--- config.mk ---
export PLATFORM = sky130hd
export DESIGN_NAME = i2s_receiver_flat
export DESIGN_NICKNAME = d
export VERILOG_FILES = /design/src/rtl/i2s_receiver_pkg.sv /design/src/rtl/i2s_receiver_if.sv /design/src/rtl/i2s_receiver_pin_sync.sv /design/src/rtl/i2s_receiver.sv /design/src/flat_wrapper.sv
export SDC_FILE = /design/constraint.sdc
export NUM_CORES = 1
export LEC_CHECK = 0
export ABC_AREA = 1
export BUFFER_PORTS_ARGS = -buffer_cell sky130_fd_sc_hd__buf_2
export CAP_MARGIN = 20
export CORE_UTILIZATION = 60
export DETAILED_ROUTE_END_ITERATION = 6
export GPL_ROUTABILITY_DRIVEN = 0
export PLACE_DENSITY = 0.82
export RECOVER_POWER = 25
export SETUP_SLACK_MARGIN = 0.3
export SLEW_MARGIN = 10
export SYNTH_ARGS = -nofsm -noshare
export SYNTH_HDL_FRONTEND = slang
export SYNTH_HIERARCHICAL = 1
export SYNTH_SLANG_ARGS = --single-unit
--- constraint.sdc ---
create_clock -name sysclk -period 2.7 [get_ports sysclk]
set_input_delay 0 -clock sysclk [delete_from_list [all_inputs] [get_ports sysclk]]
set_output_delay 0 -clock sysclk [all_outputs]
set_load 0.05 [all_outputs]
--- src/rtl/i2s_receiver_pkg.sv ---
// i2s_receiver_pkg: shared defaults and FSM encoding for the I2S receiver
package i2s_receiver_pkg;
    localparam int DEF_WIDTH     = 16;
    localparam int DEF_SLOT_BITS = 16;
    typedef enum logic {ST_HUNT = 1'b0, ST_RUN = 1'b1} state_e;
endpackage

--- src/rtl/i2s_receiver_if.sv ---
// i2s_receiver_if: I2S pins plus decoded audio outputs of the receiver
interface i2s_receiver_if
    import i2s_receiver_pkg::*;
#(
    parameter int WIDTH = DEF_WIDTH
);
    logic             i2s_bclk;
    logic             i2s_lrclk;
    logic             i2s_din;
    logic [WIDTH-1:0] audio_left;
    logic [WIDTH-1:0] audio_right;
    logic             sample_valid;
    logic             frame_err;
    logic             locked;
    modport master (
        output i2s_bclk, i2s_lrclk, i2s_din,
        input  audio_left, audio_right, sample_valid, frame_err, locked
    );
    modport slave (
        input  i2s_bclk, i2s_lrclk, i2s_din,
        output audio_left, audio_right, sample_valid, frame_err, locked
    );
endinterface

--- src/rtl/i2s_receiver_pin_sync.sv ---
// i2s_pin_sync: 2-flop synchroniser; with DETECT a history flop turns it into a rise detector
module i2s_pin_sync #(
    parameter bit DETECT = 1'b0
) (
    input  logic clk,
    input  logic rst,
    input  logic pin,
    output logic q
);
    logic [1:0] stage_q, stage_d;
    always_comb stage_d = {stage_q[0], pin};
    always_ff @(posedge clk) begin
        if (rst) stage_q <= '0;
        else     stage_q <= stage_d;
    end
    if (DETECT) begin : g_det
        logic hist_q, hist_d;
        always_comb hist_d = stage_q[1];
        always_ff @(posedge clk) begin
            if (rst) hist_q <= 1'b0;
            else     hist_q <= hist_d;
        end
        assign q = stage_q[1] & ~hist_q;
    end else begin : g_lvl
        assign q = stage_q[1];
    end
endmodule

--- src/rtl/i2s_receiver.sv ---
// i2s_receiver: oversampling Philips I2S deserialiser presenting stereo pairs with a strobe
module i2s_receiver
    import i2s_receiver_pkg::*;
#(
    parameter int WIDTH     = DEF_WIDTH,
    parameter int SLOT_BITS = DEF_SLOT_BITS
) (
    input logic           sysclk,
    input logic           reset,
    i2s_receiver_if.slave bus
);
    localparam int CW = $clog2(SLOT_BITS + 2);
    logic bclk_rise, lr_s, din_s;
    i2s_pin_sync #(.DETECT(1'b1)) u_bclk (.clk(sysclk), .rst(reset), .pin(bus.i2s_bclk), .q(bclk_rise));
    i2s_pin_sync #(.DETECT(1'b0)) u_lr (.clk(sysclk), .rst(reset), .pin(bus.i2s_lrclk), .q(lr_s));
    i2s_pin_sync #(.DETECT(1'b0)) u_din (.clk(sysclk), .rst(reset), .pin(bus.i2s_din), .q(din_s));
    state_e           state_q, state_d;
    logic             lr_prev_q, lr_prev_d, lr_valid_q, lr_valid_d;
    logic             sample_valid_q, sample_valid_d, frame_err_q, frame_err_d;
    logic [WIDTH-1:0] shreg_q, shreg_d, hold_left_q, hold_left_d;
    logic [WIDTH-1:0] audio_left_q, audio_left_d, audio_right_q, audio_right_d, word;
    logic [CW-1:0]    bitcnt_q, bitcnt_d, cnt_inc;
    always_comb begin
        state_d        = state_q;
        lr_prev_d      = lr_prev_q;
        lr_valid_d     = lr_valid_q;
        shreg_d        = shreg_q;
        bitcnt_d       = bitcnt_q;
        hold_left_d    = hold_left_q;
        audio_left_d   = audio_left_q;
        audio_right_d  = audio_right_q;
        sample_valid_d = 1'b0;
        frame_err_d    = 1'b0;
        word           = shreg_q;
        // bits land by position so extra bits fall off and short words stay zero-padded
        for (int i = 0; i < WIDTH; i++)
            if (din_s && bitcnt_q == CW'(WIDTH - 1 - i)) word[i] = 1'b1;
        cnt_inc = (bitcnt_q == CW'(SLOT_BITS + 1)) ? bitcnt_q : bitcnt_q + CW'(1);
        if (bclk_rise) begin
            lr_prev_d  = lr_s;
            lr_valid_d = 1'b1;
            if (state_q == ST_HUNT) begin
                if (lr_valid_q && lr_s != lr_prev_q) state_d = ST_RUN;
            end else if (lr_s != lr_prev_q) begin
                frame_err_d = cnt_inc != CW'(SLOT_BITS);
                if (!lr_prev_q) hold_left_d = word;
                else begin
                    audio_left_d   = hold_left_q;
                    audio_right_d  = word;
                    sample_valid_d = 1'b1;
                end
                shreg_d  = '0;
                bitcnt_d = '0;
            end else begin
                shreg_d  = word;
                bitcnt_d = cnt_inc;
            end
        end
    end
    always_ff @(posedge sysclk) begin
        if (reset) begin
            state_q        <= ST_HUNT;
            lr_prev_q      <= 1'b0;
            lr_valid_q     <= 1'b0;
            shreg_q        <= '0;
            bitcnt_q       <= '0;
            hold_left_q    <= '0;
            audio_left_q   <= '0;
            audio_right_q  <= '0;
            sample_valid_q <= 1'b0;
            frame_err_q    <= 1'b0;
        end else begin
            state_q        <= state_d;
            lr_prev_q      <= lr_prev_d;
            lr_valid_q     <= lr_valid_d;
            shreg_q        <= shreg_d;
            bitcnt_q       <= bitcnt_d;
            hold_left_q    <= hold_left_d;
            audio_left_q   <= audio_left_d;
            audio_right_q  <= audio_right_d;
            sample_valid_q <= sample_valid_d;
            frame_err_q    <= frame_err_d;
        end
    end
    assign bus.audio_left   = audio_left_q;
    assign bus.audio_right  = audio_right_q;
    assign bus.sample_valid = sample_valid_q;
    assign bus.frame_err    = frame_err_q;
    assign bus.locked       = state_q == ST_RUN;
endmodule

--- src/flat_wrapper.sv ---
// flat-port wrapper written by rule: the top's interface ports become plain ports
module i2s_receiver_flat import i2s_receiver_pkg::*;
#(
    parameter int WIDTH     = DEF_WIDTH,
    parameter int SLOT_BITS = DEF_SLOT_BITS
)
  (sysclk, reset, bus_i2s_bclk, bus_i2s_lrclk, bus_i2s_din, bus_audio_left, bus_audio_right, bus_sample_valid, bus_frame_err, bus_locked);
  i2s_receiver_if #(.WIDTH(WIDTH)) bus_i ();
  input logic sysclk;
  input logic reset;
  input wire logic [$bits(bus_i.i2s_bclk)-1:0] bus_i2s_bclk;
  input wire logic [$bits(bus_i.i2s_lrclk)-1:0] bus_i2s_lrclk;
  input wire logic [$bits(bus_i.i2s_din)-1:0] bus_i2s_din;
  output wire logic [$bits(bus_i.audio_left)-1:0] bus_audio_left;
  output wire logic [$bits(bus_i.audio_right)-1:0] bus_audio_right;
  output wire logic [$bits(bus_i.sample_valid)-1:0] bus_sample_valid;
  output wire logic [$bits(bus_i.frame_err)-1:0] bus_frame_err;
  output wire logic [$bits(bus_i.locked)-1:0] bus_locked;
  assign bus_i.i2s_bclk = bus_i2s_bclk;
  assign bus_i.i2s_lrclk = bus_i2s_lrclk;
  assign bus_i.i2s_din = bus_i2s_din;
  assign bus_audio_left = bus_i.audio_left;
  assign bus_audio_right = bus_i.audio_right;
  assign bus_sample_valid = bus_i.sample_valid;
  assign bus_frame_err = bus_i.frame_err;
  assign bus_locked = bus_i.locked;
  i2s_receiver #(.WIDTH(WIDTH), .SLOT_BITS(SLOT_BITS)) u_core (.sysclk(sysclk), .reset(reset), .bus(bus_i));
endmodule
Yosys cells after proc, flatten, opt, wreduce, memory -nomap -nowiden:

Cells that the tools add are included.

* register bits: 81
* input bits: 5
* output and inout bits: 35
* word-level logic and storage cells: 83

* add/sub/neg operators: 1
* equality and inequality tests: 18
* muxes and demuxes: 22
* bitwise operators: 6
* reductions and logical operators: 22

Operators by type and width (number)
* $eq A5 B4 Y1 const B: 8
* $eq A5 B3 Y1 const B: 4
* $mux W1: 19
* $logic_and A1 B1 Y1: 17
* $mux W16: 1
* $eq A5 B2 Y1 const B: 2
* $mux W5: 2
* $reduce_and A4 Y1: 2
* $add A5 B1 Y5 const B: 1
* $eq A5 B1 Y1 const B: 1
* $eq A5 B5 Y1 const B: 1
* $logic_not A5 Y1: 1
* $ne A5 B5 Y1 const B: 1
* $not A1 Y1: 5
* $reduce_or A4 Y1: 1
* $reduce_and A2 Y1: 1
* $and A1 B1 Y1: 1
* $ne A1 B1 Y1: 1

Depth between registers and ports, before layout:

* depth in word-level cells: 4
* depth in mapped cells: 10
* depth with buffers taken out: 8

By module:

Netlist, hierarchy kept.

By module, submodules not included
* i2s_receiver: instances 1, cells an instance 417, area each 3100.5 um^2, seq. area each 1481.4 um^2
* i2s_pin_sync at u_core.u_din ...: instances 2, cells an instance 6, area each 55.1 um^2, seq. area each 40.0 um^2
* i2s_pin_sync at u_core.u_bclk: instances 1, cells an instance 10, area each 86.3 um^2, seq. area each 60.1 um^2

Worst setup path before layout:

Ideal clock, no wire load.

* kind: reg-to-reg
* start point: reg u_core.state_q (netlist: u_core/bus.locked)
* end point: reg u_core.hold_left_q[10]
* setup time: 0.113 ns
* arrival time: 1.533 ns
* required time: 2.587 ns
* setup slack: 1.054 ns
* cell stages (with the launch flop): 7
* path buffers: 1
* period minus slack after synthesis: 1.646 ns
* cell sequence: dfxtp_1 > nand2_4 > nor3_4 > inv_2 > buf_6 > o21ai_1 > inv_1

* word-level cells in the longest chain between the ends: 1

Ends and longest elaborated chain
* from (decl): line i2s_receiver.sv:17 `state_e state_q, state_d;`
* from (signal assigned): line i2s_receiver.sv:73 `state_q <= state_d;`
* $reduce_and A4 Y1 (no source line)
* to (signal assigned): line i2s_receiver.sv:78 `hold_left_q <= hold_left_d;`
* to (decl): line i2s_receiver.sv:20 `logic [WIDTH-1:0] shreg_q, shreg_d, hold_left_q, hold_left_d;`

No other way between the ends.
A chain may end at the register's enable or synchronous reset.

Final worst setup path:

* start point: reg u_core.u_bclk.stage_q[1]
* end point: reg u_core.audio_right_q[12] (netlist: u_core/bus.audio_right[12])

* word-level cells in the longest chain between the ends: 2

Ends and longest elaborated chain
* from (decl): line i2s_receiver_pin_sync.sv:10 `logic [1:0] stage_q, stage_d;`
* from (signal assigned): line i2s_receiver_pin_sync.sv:14 `else stage_q <= stage_d;`
* $and A1 B1 Y1: line i2s_receiver_pin_sync.sv:23 `assign q = stage_q[1] & ~hist_q;`
* via u_core.bclk_rise: line i2s_receiver.sv:13 `logic bclk_rise, lr_s, din_s;`
* $reduce_and A4 Y1 (no source line)
* to (signal assigned): line i2s_receiver.sv:80 `audio_right_q <= audio_right_d;`
* to (decl): line i2s_receiver.sv:21 `logic [WIDTH-1:0] audio_left_q, audio_left_d, audio_right_q, audio_right_d, word;`

The timed path passes the listed nets, and every way through them passes these cells.

==> impl_metrics.csv <==
group,metric,value,unit
run_status,outcome,"finished clean",
logic_synthesis,synth.top_cells.by_area,"dfxtp_1, inv_1, o21ai_0",
timing,tightest_slew,603,ps
global_routing,gr-usage-all-layers,0.256,
worst_setup_path,r2r_slack,820,ps
logic_synthesis,ys_warn_count,6,
cells_and_area,final_layout_size_suffix_gt1_frac,0.0875,
floorplanning,rows,26,
hold_path,worstHoldPathType,"in -> reg",
timing,relSlewSlack,0.599,
place,dp_hpwl,4440,µm
cells_and_area,fin_cells,550,
logic_synthesis,yosysSeqAreaShare,0.492,
global_routing,antenna_found_initial,0,
clock_tree,insertion_delay,340,ps
timing,fmax,533,MHz
global_routing,grt_pass1_wl,11700,µm
worst_setup_path,crit_type,"reg -> reg",
place,dp.cells,532,
floorplanning,start_util,0.633,
clock_tree,cts_setup_buffers,0,
worst_setup_path,r2r-end,"u_core/bus.audio_right[12]",
hold_path,hp-start,"reset",
floorplanning,core,0.00520,mm²
logic_synthesis,async_flop_share,0,
power,power,2.05,mW
clock_tree,cts_tree,"done",
timing,fin_crit_sh,0.695,
worst_setup_path,cpMaxStageDelayCell,"nor2_1",
timing,hold_viol,0,
cells_and_area,fin_area,0.00369,mm²
detailed_routing,first_iter_violations,162,
clock_tree,cts_resized,0,
floorplanning,die_area,0.00580,mm²
timing,rsz0062_at_grt,"false",
cells_and_area,nets,488,
worst_setup_path,cpPeakStageDelay,340,ps
cells_and_area,syn2layout_area_growth,11.9,%
logic_synthesis,postSynthCellCount,439,
logic_synthesis,synth_cell_types,22,
worst_setup_path,critical_path.cell_chain,"inv_1 -> nor2_1 -> nand2_4 -> inv_2 -> nand2_1 -> buf_4 -> a21oi_1 -> o21ai_0 -> inv_1",
cells_and_area,multi_input_area,0.00124,mm²
clock_tree,cts_num_sinks,81,
worst_setup_path,cp.required,2990,ps
logic_synthesis,synth_flop_cell,"dfxtp_1",
power,power.leakage,1.76,nW
timing,slew_violations,0,
clock_tree,clk_pin_slew,70,ps
detailed_routing,drc_errors,0,
floorplanning,pin_count,40,
clock_tree,cts_root_buf,"clkbuf_8",
hold_path,min_to,"u_core/u_din/stage_q[1]",
clock_tree,cts_buffer_depth,2,
cells_and_area,antenna_cells,0,
logic_synthesis,synth_xor_area_frac,0,
timing,finalCriticalPeriod,1880,ps
logic_synthesis,synth_area,0.00330,mm²
power,ir_drop,0.310,mV
worst_setup_path,r2r-start,"u_core/u_bclk/stage_q[1]",
place,post_dp_cell_area,0.00350,mm²
logic_synthesis,ys_ff_latch,81,
worst_setup_path,crit_arrival,2160,ps
timing,setup-tns-final,0,ps
place,numPortBuffers,39,
worst_setup_path,critPathMostFrequentCell,"inv_1",
detailed_routing,wl_per_cell,12.3,µm
logic_synthesis,syn_avg_cell_area,7.51,µm²
cells_and_area,fill_cells,472,
clock_tree,htree_levels,3,
detailed_routing,drtAntennaViolNets,0,
logic_synthesis,synth_mux_area_frac,0,
detailed_routing,drt-total-wl,6790,µm
logic_synthesis,synth_top_family_by_area,"simple AND/OR/NAND/NOR gates",
detailed_routing,vias,2836,
detailed_routing,routed_via_density,5.16,
global_routing,grt_pass1_vias,2708,
timing,finClkSkew,5.96,ps
worst_setup_path,critPathCaptureType,"register",
floorplanning,die_h,76.1,µm
logic_synthesis,synthTopCellsByCount,"inv_1, dfxtp_1, nor2_1, o21ai_0, nand2_1",
worst_setup_path,startpoint_type,"register",
logic_synthesis,synth_most_common_cell,"inv_1",
logic_synthesis,synth_top_area_share,0.492,
global_routing,grt_max_degree,42,
logic_synthesis,synth_compound_area_frac,0.154,
floorplanning,dieWidth,76.1,µm
global_routing,overflow,0,
run,max_cap_violations,0,
cells_and_area,regArea,0.00162,mm²
power,p_per_area,556,mW/mm²
logic_synthesis,yosysTopAreaCell,"dfxtp_1",
logic_synthesis,synth_edf_count,0,
timing,setup_violations,0,
logic_synthesis,yosys.area_share.simple,0.196,
logic_synthesis,syn_nets,451,
detailed_routing,dr.pass1.iters,5,
clock_tree,cts_hold_buf,3,
clock_tree,cts_buffers,9,
hold_path,hold_depth,2,
worst_setup_path,worst-path-max-fanout,41,
worst_setup_path,ff2ff_path_depth,9,
logic_synthesis,yosys.area_share.adder,0.0266,
==> cell families after synthesis <==
| kind of cell | Yosys count |
|---|---|
| AO/OA/AOI/OAI | 101 |
| adder cells (fa/ha/maj) | 7 |
| buffers and inverters | 106 |
| flip-flops | 81 |
| AND/OR/NAND/NOR | 144 |
==> worst max-delay path, delay by kind of cell (launching register included) <==
family	cells	cell delay (ps)
simple gates	3	680
buf+inv	4	510
compound gates	2	320
flops	1	310
==> final cells by class <==
class | count | area share
clock buffers | 13 | 0.0458
clock inverters | 2 | 0.00339
inverters | 85 | 0.0865
multi-input cells | 252 | 0.337
flip-flops and latches | 81 | 0.440
well taps | 70 | 0.0237
repair buffers | 47 | 0.0638
==> power by group <==
group	leakage, nW	switching, mW	total, mW	internal, mW
combinational	1.01	0.0329	0.0446	0.0117
clock	0.0915	0.402	0.806	0.403
sequential	0.654	0.00263	1.20	1.20
==> stage by stage <==
stage | worst slack [ps] | hold WS [ps] | util
after global placement | 979 | 199 | 0.673
after floorplan | 1050 | 71.2 | -
final | 825 | 70.2 | 0.709
after detailed placement | 916 | 208 | 0.673
after CTS | 839 | 63.3 | 0.714
after global routing | 619 | 79.9 | 0.709
==> registers in the layout (all words and copies together) (netlist names) <==
name,flops
u_core/bitcnt_q,5
u_core/bus.audio_left,16
u_core/bus.audio_right,16
u_core/bus.frame_err,1
u_core/bus.locked,1
u_core/bus.sample_valid,1
u_core/hold_left_q,16
u_core/lr_prev_q,1
u_core/lr_valid_q,1
u_core/shreg_q,16
u_core/u_bclk/g_det.hist_q,1
u_core/u_bclk/stage_q,2
u_core/u_din/stage_q,2
u_core/u_lr/stage_q,2
==> worst max path at each step <==
| stage | from | end | slack, ps |
|---|---|---|---|
| 6_report | u_core/u_bclk/stage_q[1] | u_core/bus.audio_right[12] | 820 |
| 2_1_floorplan | u_core/bus.locked | u_core/hold_left_q[10] | 1050 |
| 5_1_grt | u_core/u_bclk/stage_q[1] | u_core/bus.audio_right[12] | 620 |
| 4_1_cts | u_core/u_bclk/stage_q[1] | u_core/bus.audio_right[12] | 840 |
| 3_3_place_gp | u_core/u_bclk/stage_q[1] | u_core/hold_left_q[3] | 980 |
| 3_5_place_dp | u_core/u_bclk/stage_q[1] | u_core/hold_left_q[15] | 920 |
==> routing by layer <==
| layer | up-vias | wire length [µm] | GRT usage |
|---|---|---|---|
| li1 | 1452 | - | - |
| met1 | 1302 | 2930 | 0.294 |
| met2 | 65 | 3380 | 0.439 |
| met3 | 17 | 298 | 0.0467 |
| met4 | 0 | 178 | 0.162 |
| met5 | - | 0 | 0 |
==> placed cells by master, fill, tap and decap left out <==
| master | synthesis | routed |
|---|---|---|
| buf_2 | 3 | 17 |
| clkbuf_1 | 10 | 23 |
| nand2_4 | 1 | 1 |
| clkinv_2 | 0 | 1 |
| o21ai_0 | 52 | 52 |
| o21ai_1 | 9 | 9 |
| dlygate4sd3_1 | 0 | 3 |
| and3_1 | 15 | 15 |
| nor2_4 | 1 | 1 |
| a22oi_1 | 1 | 1 |
| a31oi_1 | 1 | 1 |
| nand2_1 | 45 | 45 |
| nand3_1 | 25 | 25 |
| inv_2 | 2 | 2 |
| clkinvlp_4 | 0 | 1 |
| nand4_1 | 3 | 3 |
| a21oi_1 | 38 | 38 |
| ha_1 | 7 | 7 |
| clkbuf_8 | 0 | 12 |
| nor3_4 | 1 | 1 |
| inv_1 | 83 | 83 |
| buf_4 | 0 | 5 |
| or2_2 | 1 | 1 |
| nor2_1 | 52 | 52 |
| dfxtp_1 | 81 | 81 |
No activity file was read; power rests on OpenSTA's default activity.
